File: src/rtl/dh_modexp_scheduler.sv
// dh_modexp_scheduler: round-robin shared square-and-multiply modexp engine for two requesters
module dh_modexp_scheduler #(
  parameter int W  = 8,
  parameter int EW = 4
) (
  input  logic          CLK,
  input  logic          RST,
  input  logic          req_a,
  input  logic [W-1:0]  base_a,
  input  logic [EW-1:0] exp_a,
  input  logic [W-1:0]  mod_a,
  input  logic          req_b,
  input  logic [W-1:0]  base_b,
  input  logic [EW-1:0] exp_b,
  input  logic [W-1:0]  mod_b,
  output logic          ack_a,
  output logic          ack_b,
  output logic [W-1:0]  result,
  output logic          result_valid,
  output logic          result_id,
  output logic          err,
  output logic          busy
);
  localparam int IW = EW > 1 ? $clog2(EW) : 1;
  localparam logic [IW-1:0] TOP = IW'(EW - 1);
  typedef enum logic [1:0] {IDLE, STEP_SQ, STEP_MUL, DONE} state_t;
  state_t state, nxt;
  logic last_grant, id, gnt, gnt_b, bit_set, last;
  logic [W-1:0] base_r, mod_r, acc, acc_nxt, m_in, one_m;
  logic [EW-1:0] exp_r;
  logic [IW-1:0] idx;
  logic [2*W-1:0] sq_m, mul_m;
  assign busy = state != IDLE;
  assign gnt = state == IDLE && (req_a || req_b);
  assign gnt_b = req_b && (!req_a || !last_grant);
  assign m_in = gnt_b ? mod_b : mod_a;
  assign one_m = {{(W-1){1'b0}}, |m_in[W-1:1]};
  assign bit_set = exp_r[idx];
  assign last = idx == '0;
  assign sq_m = ({{W{1'b0}}, acc} * {{W{1'b0}}, acc}) % {{W{1'b0}}, mod_r};
  assign mul_m = ({{W{1'b0}}, acc} * {{W{1'b0}}, base_r}) % {{W{1'b0}}, mod_r};
  always_ff @(posedge CLK or posedge RST)
    if (RST) state <= IDLE;
    else state <= nxt;
  always_comb begin
    nxt = state;
    acc_nxt = acc;
    case (state)
      IDLE:     nxt = !gnt ? IDLE : m_in == '0 ? DONE : STEP_SQ;
      STEP_SQ: begin
        acc_nxt = sq_m[W-1:0];
        nxt = bit_set ? STEP_MUL : last ? DONE : STEP_SQ;
      end
      STEP_MUL: begin
        acc_nxt = mul_m[W-1:0];
        nxt = last ? DONE : STEP_SQ;
      end
      default:  nxt = IDLE;
    endcase
  end
  // outputs are registered on the edge entering DONE, so a zero modulus reports in the grant cycle
  always_ff @(posedge CLK or posedge RST)
    if (RST) begin
      last_grant <= 1'b1;
      id <= 1'b0;
      base_r <= '0;
      mod_r <= '0;
      exp_r <= '0;
      acc <= '0;
      idx <= '0;
      ack_a <= 1'b0;
      ack_b <= 1'b0;
      result <= '0;
      result_valid <= 1'b0;
      result_id <= 1'b0;
      err <= 1'b0;
    end else begin
      ack_a <= gnt && !gnt_b;
      ack_b <= gnt && gnt_b;
      result_valid <= nxt == DONE;
      err <= gnt && nxt == DONE;
      if (nxt == DONE) begin
        result <= gnt ? '0 : acc_nxt;
        result_id <= gnt ? gnt_b : id;
      end
      if (gnt) begin
        base_r <= gnt_b ? base_b : base_a;
        exp_r <= gnt_b ? exp_b : exp_a;
        mod_r <= m_in;
        id <= gnt_b;
        acc <= one_m;
        idx <= TOP;
        if (req_a && req_b) last_grant <= gnt_b;
      end else if (state == STEP_SQ || state == STEP_MUL) begin
        acc <= acc_nxt;
        if ((state == STEP_MUL || !bit_set) && !last) idx <= idx - IW'(1);
      end
    end
endmodule

File: config.mk
export PLATFORM = sky130hd
export DESIGN_NAME = dh_modexp_scheduler
export DESIGN_NICKNAME = d
export VERILOG_FILES = /design/src/rtl/dh_modexp_scheduler.sv
export SDC_FILE = /design/constraint.sdc
export NUM_CORES = 1
export LEC_CHECK = 0
export CELL_PAD_IN_SITES_DETAIL_PLACEMENT = 1
export CELL_PAD_IN_SITES_GLOBAL_PLACEMENT = 2
export CORE_UTILIZATION = 35
export CTS_CLUSTER_SIZE = 25
export DETAILED_ROUTE_END_ITERATION = 10
export PLACE_DENSITY_LB_ADDON = 0.1
export SKIP_CTS_REPAIR_TIMING = 1
export SYNTH_ARGS = -nofsm -noshare
export SYNTH_HDL_FRONTEND = slang
export SYNTH_SLANG_ARGS = --single-unit
File: constraint.sdc
create_clock -name CLK -period 32.1 [get_ports CLK]
set_clock_uncertainty 0.2 [all_clocks]
set_input_delay 8.025 -clock CLK [delete_from_list [all_inputs] [get_ports CLK]]
set_output_delay 8.025 -clock CLK [all_outputs]
set_load 0.005 [all_outputs]
==> results.md, run 1 <==
* Post-layout min period at 32.24 ns
* CP Capture Type: flip-flop
* Antenna viol nets, final at 0
* # setup viols final at 13
* RSZ-0062 raised after global routing: true
* Antenna diodes at 0
* Dpl hpwl at 35900 um
* Outcome: finished, violations left
* Clk_lat worst skew at 0.30 ns
* CP peak stage delay at 0.56 ns
* Post-Syn Nets at 1806
* Worst EP required at 32.11 ns
* Setup CP Type: flip-flop to flip-flop
* DRT Pass-1 Iters at 5
* Core area at 0.0338 mm2
* Crit path DAT at 32.25 ns
* YS warnings at 0
* Post-Syn Instances at 1529
* Most frequent cells in the layout: 267 x buf_4, 140 x ha_1, 124 x nand2_1
* Crit-path most repeated cell: o21a_1
* Met2 GRT Util at 42.2%
* Unique cell type count in the Yosys netlist at 95
* Fin. max-slew vios at 0
* Sequential share of the synthesized area at 9.71%
* FF+latch count, synth at 47
* Die Y at 188 um
* H-tree lvl count at 2
* Met1 Use GR at 33.0%
* CTS tree: done
* Largest net degree at the start of global routing at 48
* Die Wd at 188 um
* Final period util at 100%
* Reg clk slew, reported paths at 0.07 ns
* Worst-margin pin slew at 1.15 ns
* Highest-delay cell along the critical path: fa_1
* Fin. Hold Viols at 0
* First-pass GRT wire length at 69700 um
* Startpoint Class: flip-flop
* Buffers on Ports at 57
* Initial antenna violation count at 0
* Overall Global Routing Usage at 24.3%
* Number of synthesized flops with an enable pin at 0
* GR Util met3 at 1.72%
* Fin worst setup slack at -0.142 ns
* # DRC at 0
* Layer with the highest usage: met2
* Prevailing post-synth register cell: dfrtp_1
* Initial Util at 35.9%
* Bufs on Longest Clock Path at 2
* RePlAce Congestion at 0.864
* Number of buffers created by CTS at 5
* Row cnt at 67
* WL final at 44900 um
* Initial DRC count at 408
* Die area at 0.0354 mm2
* Vias at 12.5k
* Max-cap viol count at 0
* Worst slew margin at 21.3%
* CTS sink cnt at 47
* Layout cells sized above 1 at 29.3%
* Vias in the first global route at 13.0k
* Largest fanout on the critical path at 7
* Vias per cell at 5.48
* Place WS at -1.34 ns
* Commonest non-fill, non-tap cell in the layout: buf_4
* Grt ovf at 0
* F_max at 31.0 MHz
* CTS root buf: clkbuf_16
* Syn Std Cell Area at 0.0121 mm2
* Failing checks: negative setup slack
* Mean area per synthesized cell at 7.93 um2
* Final nets at 2116
* Ports at 58
* P&R area growth vs syn at 36.3%
* Post-DR wirelength/cell at 19.6 um
* Synth async-reset ratio at 100%
* HP Class: flip-flop to flip-flop
-- cells by family (layout without fill, tap and decap cells) --
group | count (synthesis) | after routing | synth area share [%]
buffers and inverters | 164 | 475 | 5.11
XOR/XNOR | 67 | 67 | 4.84
AO/OA/AOI/OAI | 421 | 421 | 24.5
AND/OR/NAND/NOR | 534 | 534 | 22.2
multiplexers | 63 | 63 | 5.81
adder cells (fa/ha/maj) | 233 | 233 | 27.9
flip-flops | 47 | 47 | 9.71
-- routing by layer --
metal | vias to the layer above | routed length [um]
li1 | 6132 | -
met1 | 6162 | 20700
met2 | 193 | 22100
met3 | 61 | 1050
met4 | 0 | 981
met5 | - | 0
-- worst max-delay path, delay by kind of cell, from the launching register on --
kind            cells  cell delay, ns
xor+xnor            2            0.37
fa+ha+maj          21            6.60
flops               1            0.48
compound gates     86           16.20
buf+inv            12            1.47
simple gates       36            5.25
mux                 6            1.54
-- state kept, by name, indices dropped and copies added, names as in the netlist --
name,cells
base_r,8
result_id,1
ack_b,1
result,8
acc,8
id,1
state,2
idx,2
result_valid,1
ack_a,1
mod_r,8
exp_r,4
err,1
last_grant,1
-- synth_stat cells, types with 11 or more instances --
library cell | count | area share (%)
xnor2_1 | 41 | 3.0
dfrtp_1 | 46 | 9.5
nand2b_1 | 20 | 1.0
o31ai_1 | 11 | 0.68
fa_1 | 62 | 10
nor2b_1 | 17 | 0.88
or3_1 | 14 | 0.72
a22oi_1 | 13 | 0.81
or2_2 | 11 | 0.57
mux2i_1 | 25 | 2.1
nand3_1 | 23 | 0.95
and2_1 | 84 | 4.3
ha_1 | 171 | 18
nand2_1 | 133 | 4.1
a21o_1 | 30 | 1.9
nor2_1 | 118 | 3.7
nor4_1 | 11 | 0.57
nor3_1 | 58 | 2.4
clkbuf_1 | 29 | 0.90
inv_1 | 125 | 3.9
a31oi_1 | 12 | 0.62
and3_1 | 11 | 0.57
mux2_2 | 32 | 3.0
xor2_1 | 26 | 1.9
o211ai_1 | 26 | 1.6
a21oi_1 | 89 | 3.7
o21a_1 | 48 | 3.0
o21ai_0 | 72 | 3.0
-- path summary, 6_finish.rpt --
kind	from	cells past startpoint	slack (ns)	end
min reg2reg	id$_DFF_PP0_	1	0.27	id$_DFF_PP0_
max	acc[6]$_DFFE_PP0P_	163	-0.14	acc[1]$_DFFE_PP0P_
min in group asynchronous	RST	2	8.09	id$_DFF_PP0_
max in group asynchronous	RST	2	22.90	acc[5]$_DFFE_PP0P_
max reg2reg	acc[6]$_DFFE_PP0P_	163	-0.14	acc[1]$_DFFE_PP0P_
min	id$_DFF_PP0_	1	0.27	id$_DFF_PP0_
-- metrics by stage --
stage          std cells  utilization, %  cell area, um2  TNS [ns]  hold slack, ns
2_1_floorplan       1529               -           12300         0           0.242
3_3_place_gp        2202            44.0           14800     -5.52           0.257
3_5_place_dp        2202            44.0           14800    -19.50           0.259
4_1_cts             2210            44.5           15000    -22.62           0.276
5_1_grt             2288            48.9           16500    -25.38           0.315
6_report            2288            48.9           16500     -1.05           0.274
-- final cells by class --
type | count | area (um2)
Clock inverter | 3 | 46.3
Tap cell | 448 | 561
Inverter | 127 | 477
Clock buffer | 5 | 125
Sequential cell | 47 | 1190
Timing Repair Buffer | 340 | 2760
Multi-Input combinational cell | 1318 | 11400
Fill cell | 4053 | 17300
Power of run 1 is not shown: default switching activity piles up to over one toggle a cycle in this logic, so the estimate is an artifact.
==> run 2, diff against run 1 <==
SLEW_MARGIN = 20   (was unset)
==> run 2 against run 1 <==
Routed wire length fell by 0.74%. Via count fell by 0.82%. First-iteration DRC count rose by 7.4%. Largest cell class unchanged. The run still ends with negative setup slack left.
==> results.md, run 2 (same netlist as run 1, synthesis figures left out) <==
* Outcome: finished, violations left
* Failing checks: negative setup slack
* P&R area growth vs syn at 36.5%
* F_max at 30.9 MHz (-0.37%)
* Buffers on Ports at 57 (unchanged)
* Fin util at 49.0% (+0.093 points)
* Dpl hpwl at 35700 um (-0.44%)
* CP peak stage delay at 0.57 ns (about the same)
* Fin. Hold Viols at 0 (unchanged)
* Ports at 58 (unchanged)
* Row cnt at 67 (unchanged)
* Clk_lat worst skew at 0.31 ns (about the same)
* Fin. max-slew vios at 0 (unchanged)
* Origin of the critical flop-to-flop path: acc[2]$_DFFE_PP0P_
* Die Wd at 188 um (unchanged)
* Post-DR wirelength/cell at 19.5 um (-0.65%)
* Largest fanout on the critical path at 8 (+1)
* Initial Util at 35.9% (unchanged)
* Worst EP required at 32.06 ns (-0.05 ns)
* Antenna diodes at 0 (unchanged)
* Overall Global Routing Usage at 24.4% (+0.079 points)
* Min Hold Slack at 0.277 ns (+0.00303 ns)
* Initial DRC count at 438 (+7.4%)
* Worst slew margin at 27.7% (+6.4 points)
* CTS tree: done
* Grt ovf at 0 (unchanged)
* Vias per cell at 5.44 (-0.73%)
* Crit-path most repeated cell: o21a_1
* Final period util at 101% (+0.37 points)
* Highest-delay cell along the critical path: fa_1
* Post-layout min period at 32.36 ns (+0.120 ns)
* Die area at 0.0354 mm2 (unchanged)
* Fin worst setup slack at -0.262 ns (-0.120 ns)
* Die Y at 188 um (unchanged)
* Startpoint Class: flip-flop
* CP Capture Type: flip-flop
* CTS sink cnt at 47 (unchanged)
* DRT Pass-1 Iters at 5 (unchanged)
* # DRC at 0 (unchanged)
* Setup TNS at -3.40 ns (-2.34 ns)
* Bufs on Longest Clock Path at 2 (unchanged)
* RePlAce Congestion at 0.864 (unchanged)
* Commonest non-fill, non-tap cell in the layout: buf_4
* Core area at 0.0338 mm2 (unchanged)
* RSZ-0062 raised after global routing: true
* Antenna viol nets, final at 0 (unchanged)
* WL final at 44500 um (-0.74%)
* # setup viols final at 16 (+3)
* Final nets at 2114 (-0.095%)
* HP Start: id$_DFF_PP0_
* Crit path DAT at 32.32 ns (+0.07 ns)
* Max-cap viol count at 0 (unchanged)
* CTS root buf: clkbuf_16
* Most frequent cells in the layout: 270 x buf_4, 140 x ha_1, 122 x nand2_1, 122 x inv_1, 104 x nor2_1
* Worst-margin pin slew at 1.08 ns (-0.0659 ns)
* Vias at 12.4k (-0.82%)
* First-pass GRT wire length at 69900 um (+0.37%)
* Initial antenna violation count at 0 (unchanged)
* H-tree lvl count at 2 (unchanged)
* Reg clk slew, reported paths at 0.07 ns (about the same)
* Critical path origin: acc[2]$_DFFE_PP0P_
* Setup CP Type: flip-flop to flip-flop
* Vias in the first global route at 13.1k (+0.19%)
* Layout cells sized above 1 at 29.4% (+0.086 points)
* Number of buffers created by CTS at 5 (unchanged)
* HP Class: flip-flop to flip-flop
* Largest net degree at the start of global routing at 48 (unchanged)
run 2: routing by layer:
layer	GRT usage (%)	up-vias	share of wire, %
li1	-	6131	-
met1	33.2	6156	47
met2	43.0	128	50
met3	1.67	30	1.9
met4	3.35	0	1.2
met5	0	-	0
run 2: metrics by stage:
step           cells  worst slack, ns  cell area (um2)
2_1_floorplan   1529           0.0194            12300
3_3_place_gp    2202           -0.510            14800
3_5_place_dp    2202            -1.39            14900
4_1_cts         2210            -1.60            15000
5_1_grt         2286            -1.87            16500
6_report        2286           -0.262            16500
run 2: final timing paths:
path                                          to  slack, ns  cells after the start
min in group asynchronous        ack_b$_DFF_PP0_       7.99                      2
max reg2reg                result[2]$_DFFE_PP0P_      -0.26                    164
min reg2reg                         id$_DFF_PP0_       0.28                      1
max in group asynchronous     acc[5]$_DFFE_PP0P_      23.13                      2
min                                 id$_DFF_PP0_       0.28                      1
max                        result[2]$_DFFE_PP0P_      -0.26                    164
run 2: area by class of cell:
| cell class | count | area [um2] |
|---|---|---|
| multi-input cells | 1318 | 11400 |
| clock buffers | 5 | 125 |
| repair buffers | 338 | 2740 |
| inverters | 127 | 478 |
| clock inverters | 3 | 46.3 |
| fillers | 4022 | 17200 |
| flip-flops and latches | 47 | 1190 |
| well taps | 448 | 561 |
run 2: worst max-delay path, delay by kind of cell, from the launching register on:
family | cells | cell delay [ns]
buf+inv | 10 | 1.25
compound gates | 88 | 16.23
flops | 1 | 0.44
mux | 5 | 1.36
simple gates | 39 | 5.77
fa+ha+maj | 21 | 6.64
xor+xnor | 1 | 0.21
Power of run 2 is left out for the same reason.
